==> src/rtl/wb_rr_arbiter.sv <==
// wb_rr_arbiter
// N-master to 1-slave Wishbone classic arbiter with rotating priority.
// A grant covers a whole CYC, so multi-beat cycles are never split.
// One IDLE cycle always separates two consecutive grants.
// Optional feature: define WB_ARB_TIMEOUT_EN to force a bus error after
// TIMEOUT_CYCLES stalled beats. Without it the slave may stall forever.

module wb_rr_arbiter #(
  parameter int NMASTERS       = 2,
  parameter int DATA_WIDTH     = 32,
  parameter int ADDR_WIDTH     = 32,
  parameter int TIMEOUT_CYCLES = 255
) (
  input  logic                             wb_clk_i,
  input  logic                             wb_rst_n_i,
  // master side, master i occupies slice i
  input  logic [NMASTERS*ADDR_WIDTH-1:0]   wbm_adr_i,
  input  logic [NMASTERS*DATA_WIDTH-1:0]   wbm_dat_i,
  output logic [DATA_WIDTH-1:0]            wbm_dat_o,
  input  logic [NMASTERS-1:0]              wbm_we_i,
  input  logic [NMASTERS*DATA_WIDTH/8-1:0] wbm_sel_i,
  input  logic [NMASTERS-1:0]              wbm_stb_i,
  input  logic [NMASTERS-1:0]              wbm_cyc_i,
  output logic [NMASTERS-1:0]              wbm_ack_o,
  output logic [NMASTERS-1:0]              wbm_err_o,
  // slave side
  output logic [ADDR_WIDTH-1:0]            wbs_adr_o,
  output logic [DATA_WIDTH-1:0]            wbs_dat_o,
  output logic                             wbs_we_o,
  output logic [DATA_WIDTH/8-1:0]          wbs_sel_o,
  output logic                             wbs_stb_o,
  output logic                             wbs_cyc_o,
  input  logic [DATA_WIDTH-1:0]            wbs_dat_i,
  input  logic                             wbs_ack_i,
  input  logic                             wbs_err_i,
  // debug / performance view of the current grant
  output logic [NMASTERS-1:0]              grant_o
);

  localparam int SW = DATA_WIDTH / 8;
  localparam int PW = (NMASTERS > 1) ? $clog2(NMASTERS) : 1;

  typedef enum logic {
    IDLE = 1'b0,
    BUSY = 1'b1
  } state_t;

  state_t        state, state_next;
  logic [PW-1:0] ptr, ptr_next;
  logic [PW-1:0] gidx, gidx_next;
  logic [PW-1:0] pick;
  logic [PW-1:0] cand_idx;
  logic          found;
  int            cand;
  logic          busy;
  logic          cyc_g;
  logic          stb_g;
  logic          fire;

  assign busy  = (state == BUSY);
  assign cyc_g = wbm_cyc_i[gidx];
  assign stb_g = wbm_stb_i[gidx];

  // Round-robin search: first requester at or above ptr, wrapping past the top.
  always_comb begin
    pick     = '0;
    found    = 1'b0;
    cand     = 0;
    cand_idx = '0;
    for (int k = 0; k < NMASTERS; k++) begin
      cand = int'(ptr) + k;
      if (cand >= NMASTERS) cand = cand - NMASTERS;
      cand_idx = PW'(cand);
      if (!found && wbm_cyc_i[cand_idx]) begin
        found = 1'b1;
        pick  = cand_idx;
      end
    end
  end

  // State, priority pointer and granted index registers.
  always_ff @(posedge wb_clk_i or negedge wb_rst_n_i) begin
    if (!wb_rst_n_i) begin
      state <= IDLE;
      ptr   <= '0;
      gidx  <= '0;
    end else begin
      state <= state_next;
      ptr   <= ptr_next;
      gidx  <= gidx_next;
    end
  end

  // Next-state logic: grant in IDLE, release and rotate priority when CYC drops.
  always_comb begin
    state_next = state;
    ptr_next   = ptr;
    gidx_next  = gidx;
    case (state)
      IDLE: begin
        if (|wbm_cyc_i) begin
          state_next = BUSY;
          gidx_next  = pick;
        end
      end
      BUSY: begin
        if (!cyc_g) begin
          state_next = IDLE;
          ptr_next   = (gidx == PW'(NMASTERS - 1)) ? '0 : gidx + 1'b1;
          gidx_next  = '0;
        end
      end
      default: begin
        state_next = IDLE;
      end
    endcase
  end

`ifdef WB_ARB_TIMEOUT_EN
  localparam int CW = $clog2(TIMEOUT_CYCLES + 1);

  logic [CW-1:0] tcount;

  assign fire = busy && (tcount == CW'(TIMEOUT_CYCLES));

  // Stall counter: counts beats waiting on the slave, clears on any response or idle.
  always_ff @(posedge wb_clk_i or negedge wb_rst_n_i) begin
    if (!wb_rst_n_i) begin
      tcount <= '0;
    end else if (busy && wbs_stb_o && !wbs_ack_i && !wbs_err_i) begin
      tcount <= tcount + 1'b1;
    end else begin
      tcount <= '0;
    end
  end
`else
  // No forced error without the timeout; the length is never negative so this stays low.
  assign fire = (TIMEOUT_CYCLES < 0);
`endif

  // Output muxing: everything is zero unless a grant is active, so an async
  // reset drops CYC/STB and suppresses ack/err in the same cycle.
  always_comb begin
    wbs_adr_o = '0;
    wbs_dat_o = '0;
    wbs_we_o  = 1'b0;
    wbs_sel_o = '0;
    wbs_stb_o = 1'b0;
    wbs_cyc_o = 1'b0;
    wbm_dat_o = '0;
    wbm_ack_o = '0;
    wbm_err_o = '0;
    grant_o   = '0;
    if (busy) begin
      wbs_adr_o       = wbm_adr_i[gidx*ADDR_WIDTH +: ADDR_WIDTH];
      wbs_dat_o       = wbm_dat_i[gidx*DATA_WIDTH +: DATA_WIDTH];
      wbs_we_o        = wbm_we_i[gidx];
      wbs_sel_o       = wbm_sel_i[gidx*SW +: SW];
      wbs_cyc_o       = cyc_g & ~fire;
      wbs_stb_o       = cyc_g & stb_g & ~fire;
      wbm_dat_o       = wbs_dat_i;
      grant_o[gidx]   = 1'b1;
      wbm_ack_o[gidx] = cyc_g & wbs_ack_i & ~fire;
      wbm_err_o[gidx] = fire | (cyc_g & wbs_err_i);
    end
  end

endmodule

==> config.mk <==
export PLATFORM = sky130hd
export DESIGN_NAME = wb_rr_arbiter
export DESIGN_NICKNAME = d
export VERILOG_FILES = /design/src/rtl/wb_rr_arbiter.sv
export SDC_FILE = /design/constraint.sdc
export NUM_CORES = 1
export LEC_CHECK = 0
export ABC_AREA = 1
export CORE_AREA = 2 2 112 114
export DETAILED_ROUTE_END_ITERATION = 16
export DIE_AREA = 0 0 114 116
export GPL_TIMING_DRIVEN = 1
export PLACE_DENSITY_LB_ADDON = 0.25
export SLEW_MARGIN = 0
export SYNTH_ARGS = -nofsm -noshare
export SYNTH_HDL_FRONTEND = slang
export SYNTH_SLANG_ARGS = --single-unit
==> constraint.sdc <==
create_clock -name wb_clk_i -period 1.17 [get_ports wb_clk_i]
set_clock_uncertainty 0.05 [all_clocks]
set_input_delay 0.117 -clock wb_clk_i [delete_from_list [all_inputs] [get_ports wb_clk_i]]
set_output_delay 0.117 -clock wb_clk_i [all_outputs]
set_load 0.005 [all_outputs]
==> results.md <==
* Count of state elements after synthesis at 3
* Routed WL per cell at 16.03 um
* Post-place setup slack at -547.3 ps
* Vias in the first global route at 2611
* Synth unique cells at 17
* Gr ovfl total at 0
* Slew Viols, Final at 0
* Grt met3 use at 0.03347
* Fin crit share at 1.452
* Initial Utilization at 0.1046
* Die area at 0.01322 mm2
* Largest net degree at the start of global routing at 19
* Post-Synthesis Cells at 186
* Rows at 40
* IO buf count at 286
* Nets@finish at 682
* Top cells by area, synth: a22o_1, nand2_1, buf_6
* Synth warnings at 0
* DIE WIDTH at 114 um
* Yosys top cell by area: a22o_1
* Global routing's busiest layer: met2
* M1 GR Usage at 0.1735
* RSZ-0062 raised after global routing: yes
* Worst EP required at 1000 ps
* Area Growth Syn to Fin at 262.9%
* Startpoint Class: flip-flop
* Vias at 2614
* Clock buffer depth at 2
* H-tree depth at 1
* EDFF count, synth at 0
* Netlist Area Pre-Place at 0.001246 mm2
* Worst-margin pin slew at 176.4 ps
* Tot GR Track Use at 0.1421
* Max cap viols at 0
* Num ports at 287
* Tmin final at 1698 ps
* Leak pwr at 2.320 nW
* Commonest cells post-synth: a22o_1, nand2_1, inv_1
* Total power at 9.135 mW
* Pwr Density at 2020 mW/mm2
* Final setup viols at 110
* Fmax at 588.8 MHz
* Initial antenna violation count at 1
* Non-filler cells in the finished layout at 650
* Crit path DAT at 1530 ps
* DP HPWL at 7553 um
* Final GP Congestion at 0.8231
* Top-area cell type share of the netlist area at 0.4849
* Detail Route Antenna Nets at 0
* Residual DRC at 0
* Async set or reset register ratio after synthesis at 1.000
* VDD IR max at 1248 uV
* DRT Pass-1 Iters at 4
* Failing checks: setup timing
* Clock transition at path regs at 30 ps
* Clock Sinks at 3
* CTS tree: built
* Core box area at 0.01191 mm2
* Final WS setup at -528.3 ps
* CP Class: reg2out
* Clk root buf: clkbuf_16
* Clock latency at the later pin of the worst-skew pair at 220 ps
* Hold_ws at 28.14 ps
* Final instance area at 0.004522 mm2
* First-pass GRT wire length at 14700 um
* Top_reg_cell synth: dfrtp_1
* Min-Delay Path Class: in2async
* Avg Inst Size Synth at 6.700 um2
* Status: complete, but fails checks
* Syn nets at 364
* ANT cells at 0
* R2R depth at 10
* Seq/Total Area, Yosys at 0.06024
* CP endpoint kind: primary output
* CTS buffer count at 3
* Crit Path Max Fanout at 8
* DRT Wirelength at 10420 um
* Most numerous cell in the Yosys netlist: a22o_1
* 1st-iter DRT viols at 71
* Grt met2 use at 0.2643
* Placed Cells at 613
* Post-Place Cell Area at 0.004253 mm2
* Die Ht at 116 um
* Routed vias/inst at 4.022
* Fraction of layout cells with a size suffix above 1 at 0.2565
* Slew margin rel. at 0.8819
* Final count of hold timing violations at 0
[layer usage]
metal,vias up,wire (um)
met1,1176,4171
met2,147,5295
met5,-,19
li1,1283,-
met3,6,865
met4,2,65
[where the power goes]
part / total, mW / leakage, nW / internal, mW / switching (mW)
sequential: 0.227 / 0.0348 / 0.161 / 0.0659
combinational: 8.37 / 2.25 / 4.99 / 3.38
clock: 0.537 / 0.0382 / 0.449 / 0.0876
total: 9.13 / 2.32 / 5.60 / 3.53
[sequential cells by signal, summed over array words and instances (netlist names)]
| signal | cells |
|---|---|
| busy | 1 |
| ptr | 1 |
| gidx | 1 |
[critical path, stage by stage, from the launching register on]
cell	delay (ps)
dfrtp_1	380
buf_4	150
nand2_4	80
inv_8	70
buf_12	140
buf_4	130
a22o_1	210
buf_2	140
[cell families after synthesis]
kind of cell | Yosys count | share of synthesized area
flops | 3 | 0.06024
compound gates | 72 | 0.4990
simple gates | 53 | 0.1717
buf+inv | 58 | 0.2691
[per-stage QoR]
| step | TNS (ps) | util |
|---|---|---|
| after floorplan | 0 | - |
| after global placement | -44250 | 0.3570 |
| after detailed placement | -47950 | 0.3570 |
| after CTS | -51980 | 0.3804 |
| after global routing | -55760 | 0.3796 |
| final | -48290 | 0.3796 |
[worst paths after layout]
path / slack, ps / to / start
min in group wb_clk_i: 460 / ptr / ptr
setup / recovery: -530 / wbs_dat_o[7] / gidx
hold / removal: 30 / busy / wb_rst_n_i
max in group asynchronous: 890 / busy / wb_rst_n_i
setup reg to reg: -140 / gidx / gidx
hold reg to reg: 460 / ptr / ptr
[what timing repair did]
action / in CTS / in global routing
gates cloned: 8 / 1
buffers inserted: 25 / 5
endpoints found under the setup margin: 110 / 112
pin swaps: 18 / 8
hold buffers: 0 / 0
gates resized for setup: 307 / 14
[placed cells by master, fill, tap and decap left out]
master and n:
clkdlybuf4s50_1 209, a22o_1 69, buf_2 65, nand2_1 38, inv_1 36, buf_4 18
buf_6 13, dlygate4sd2_1 11, buf_12 7, nand2_4 5, buf_16 5, nor2_1 4
clkbuf_16 4, nand2_2 3, inv_8 2, dfrtp_1 2, buf_8 2, inv_4 1
inv_2 1, nand3_4 1, nand3_1 1, and2_1 1, a21oi_2 1, o211ai_1 1
o21ai_0 1, dfrtp_2 1, clkbuf_1 1
[cell type report]
cell class	count	area (um2)
multi-input cells	125	887.1
inverters	40	167.7
flip-flops and latches	3	76.32
repair buffers	331	3128
clock buffers	4	78.83
fillers	1235	7390
well taps	147	183.9
(Power assumes the default switching activity.)
==> variant (same flow settings) <==
The option `WB_ARB_TIMEOUT_EN` is turned on by a define.
--- a/src/rtl/wb_rr_arbiter.sv
+++ b/src/rtl/wb_rr_arbiter.sv
@@ -6,2 +6,4 @@
 // TIMEOUT_CYCLES stalled beats. Without it the slave may stall forever.
+
+`define WB_ARB_TIMEOUT_EN
 
Check against the original RTL: same outputs for any inputs over 10 cycles, from zero or initial values and one cycle with wb_rst_n_i low; that may be too few to reach the edited logic, so the function may still have changed.
==> variant against the unedited design <==
The run still ends with setup timing left. Area after synthesis is 31% higher. Total power rose by 0.26%. Wire length grew 22%. Sequential cell count rose by 8. Worst setup slack got worse by 0.032 ns. Cell area up 16%. First-iteration DRC count grew 73%. Via count increased by 16%. Largest power group unchanged. Highest routed layer is now met4.
==> variant: results (changes against the unedited design) <==
Synth
  – Post-Syn Nets: 414 (+14%)
  – Ranking of synthesized cells by area: a22o_1 (37%), dfrtp_1 (17%), nand2_1 (11%)
  – Post-Synthesis Cells: 235 (+26%)

GRT
  – Met3 usage: 5.178% (+1.8 points)
  – Global-route wire length before repair: 17010 um (+16%)

Placed design
  – Final Wtd Congestion: 0.8585 (+4.3%)
  – Placed insts: 678 (+11%)
  – DP Wirelength: 9805 um (+30%)

Timing
  – Final setup margin: -0.5606 ns (-0.03231 ns)
  – # setup viols final: 120 (+9.1%)

Worst setup path
  – Crit-path slowest cell: dfrtp_2
  – Critical Path Max Stage Delay: 0.47 ns (+0.09 ns)

Drt
  – Via/cell ratio: 4.212 (+4.7%)
  – Routed wl met2: 6448 um (+22%)
  – Total vias in the final route: 3020 (+16%)
  – Highest routed metal layer: met4
  – Met3 WL: 1205 um (+39%)

Finish
  – Fill cells: 1192 (-3.5%)
  – Bufs w/o clock: 349 (+5.4%)
  – Non-clock buffer share of cell area: 63.27% (-5.9 points)
  – Share of layout cells above drive strength 1: 36.84% (+11 points)
  – Fin nets: 750 (+10%)

Status
  – Failing checks: setup timing
  – Outcome: finished, violations left

Pwr
  – Leak Pwr: 2.742 nW (+18%)
variant: final timing paths:
| check | from | end | slack (ns) | cells after the start |
|---|---|---|---|---|
| worst min-delay path | wb_rst_n_i | tcount[2]$_DFF_PN0_ | 0.13 | 2 |
| worst min register to register | ptr$_DFFE_PN0P_ | ptr$_DFFE_PN0P_ | 0.46 | 2 |
| worst max register to register | gidx$_DFFE_PN0P_ | tcount[6]$_DFF_PN0_ | -0.33 | 9 |
| max in group asynchronous | wb_rst_n_i | busy$_DFF_PN0_ | 0.78 | 2 |
| min in group wb_clk_i | wbm_cyc_i[1] | gidx$_DFFE_PN0P_ | 0.46 | 3 |
| worst max-delay path | busy$_DFF_PN0_ | wbs_dat_o[3] | -0.56 | 7 |
variant: cell families after synthesis:
kind of cell / Yosys count / synth area share [%]
AO/OA/AOI/OAI: 76 / 39.40
flip-flops: 11 / 16.90
XOR/XNOR: 4 / 2.151
buffers and inverters: 64 / 20.74
AND/OR/NAND/NOR: 79 / 20.05
adder cells (fa/ha/maj): 1 / 0.7679
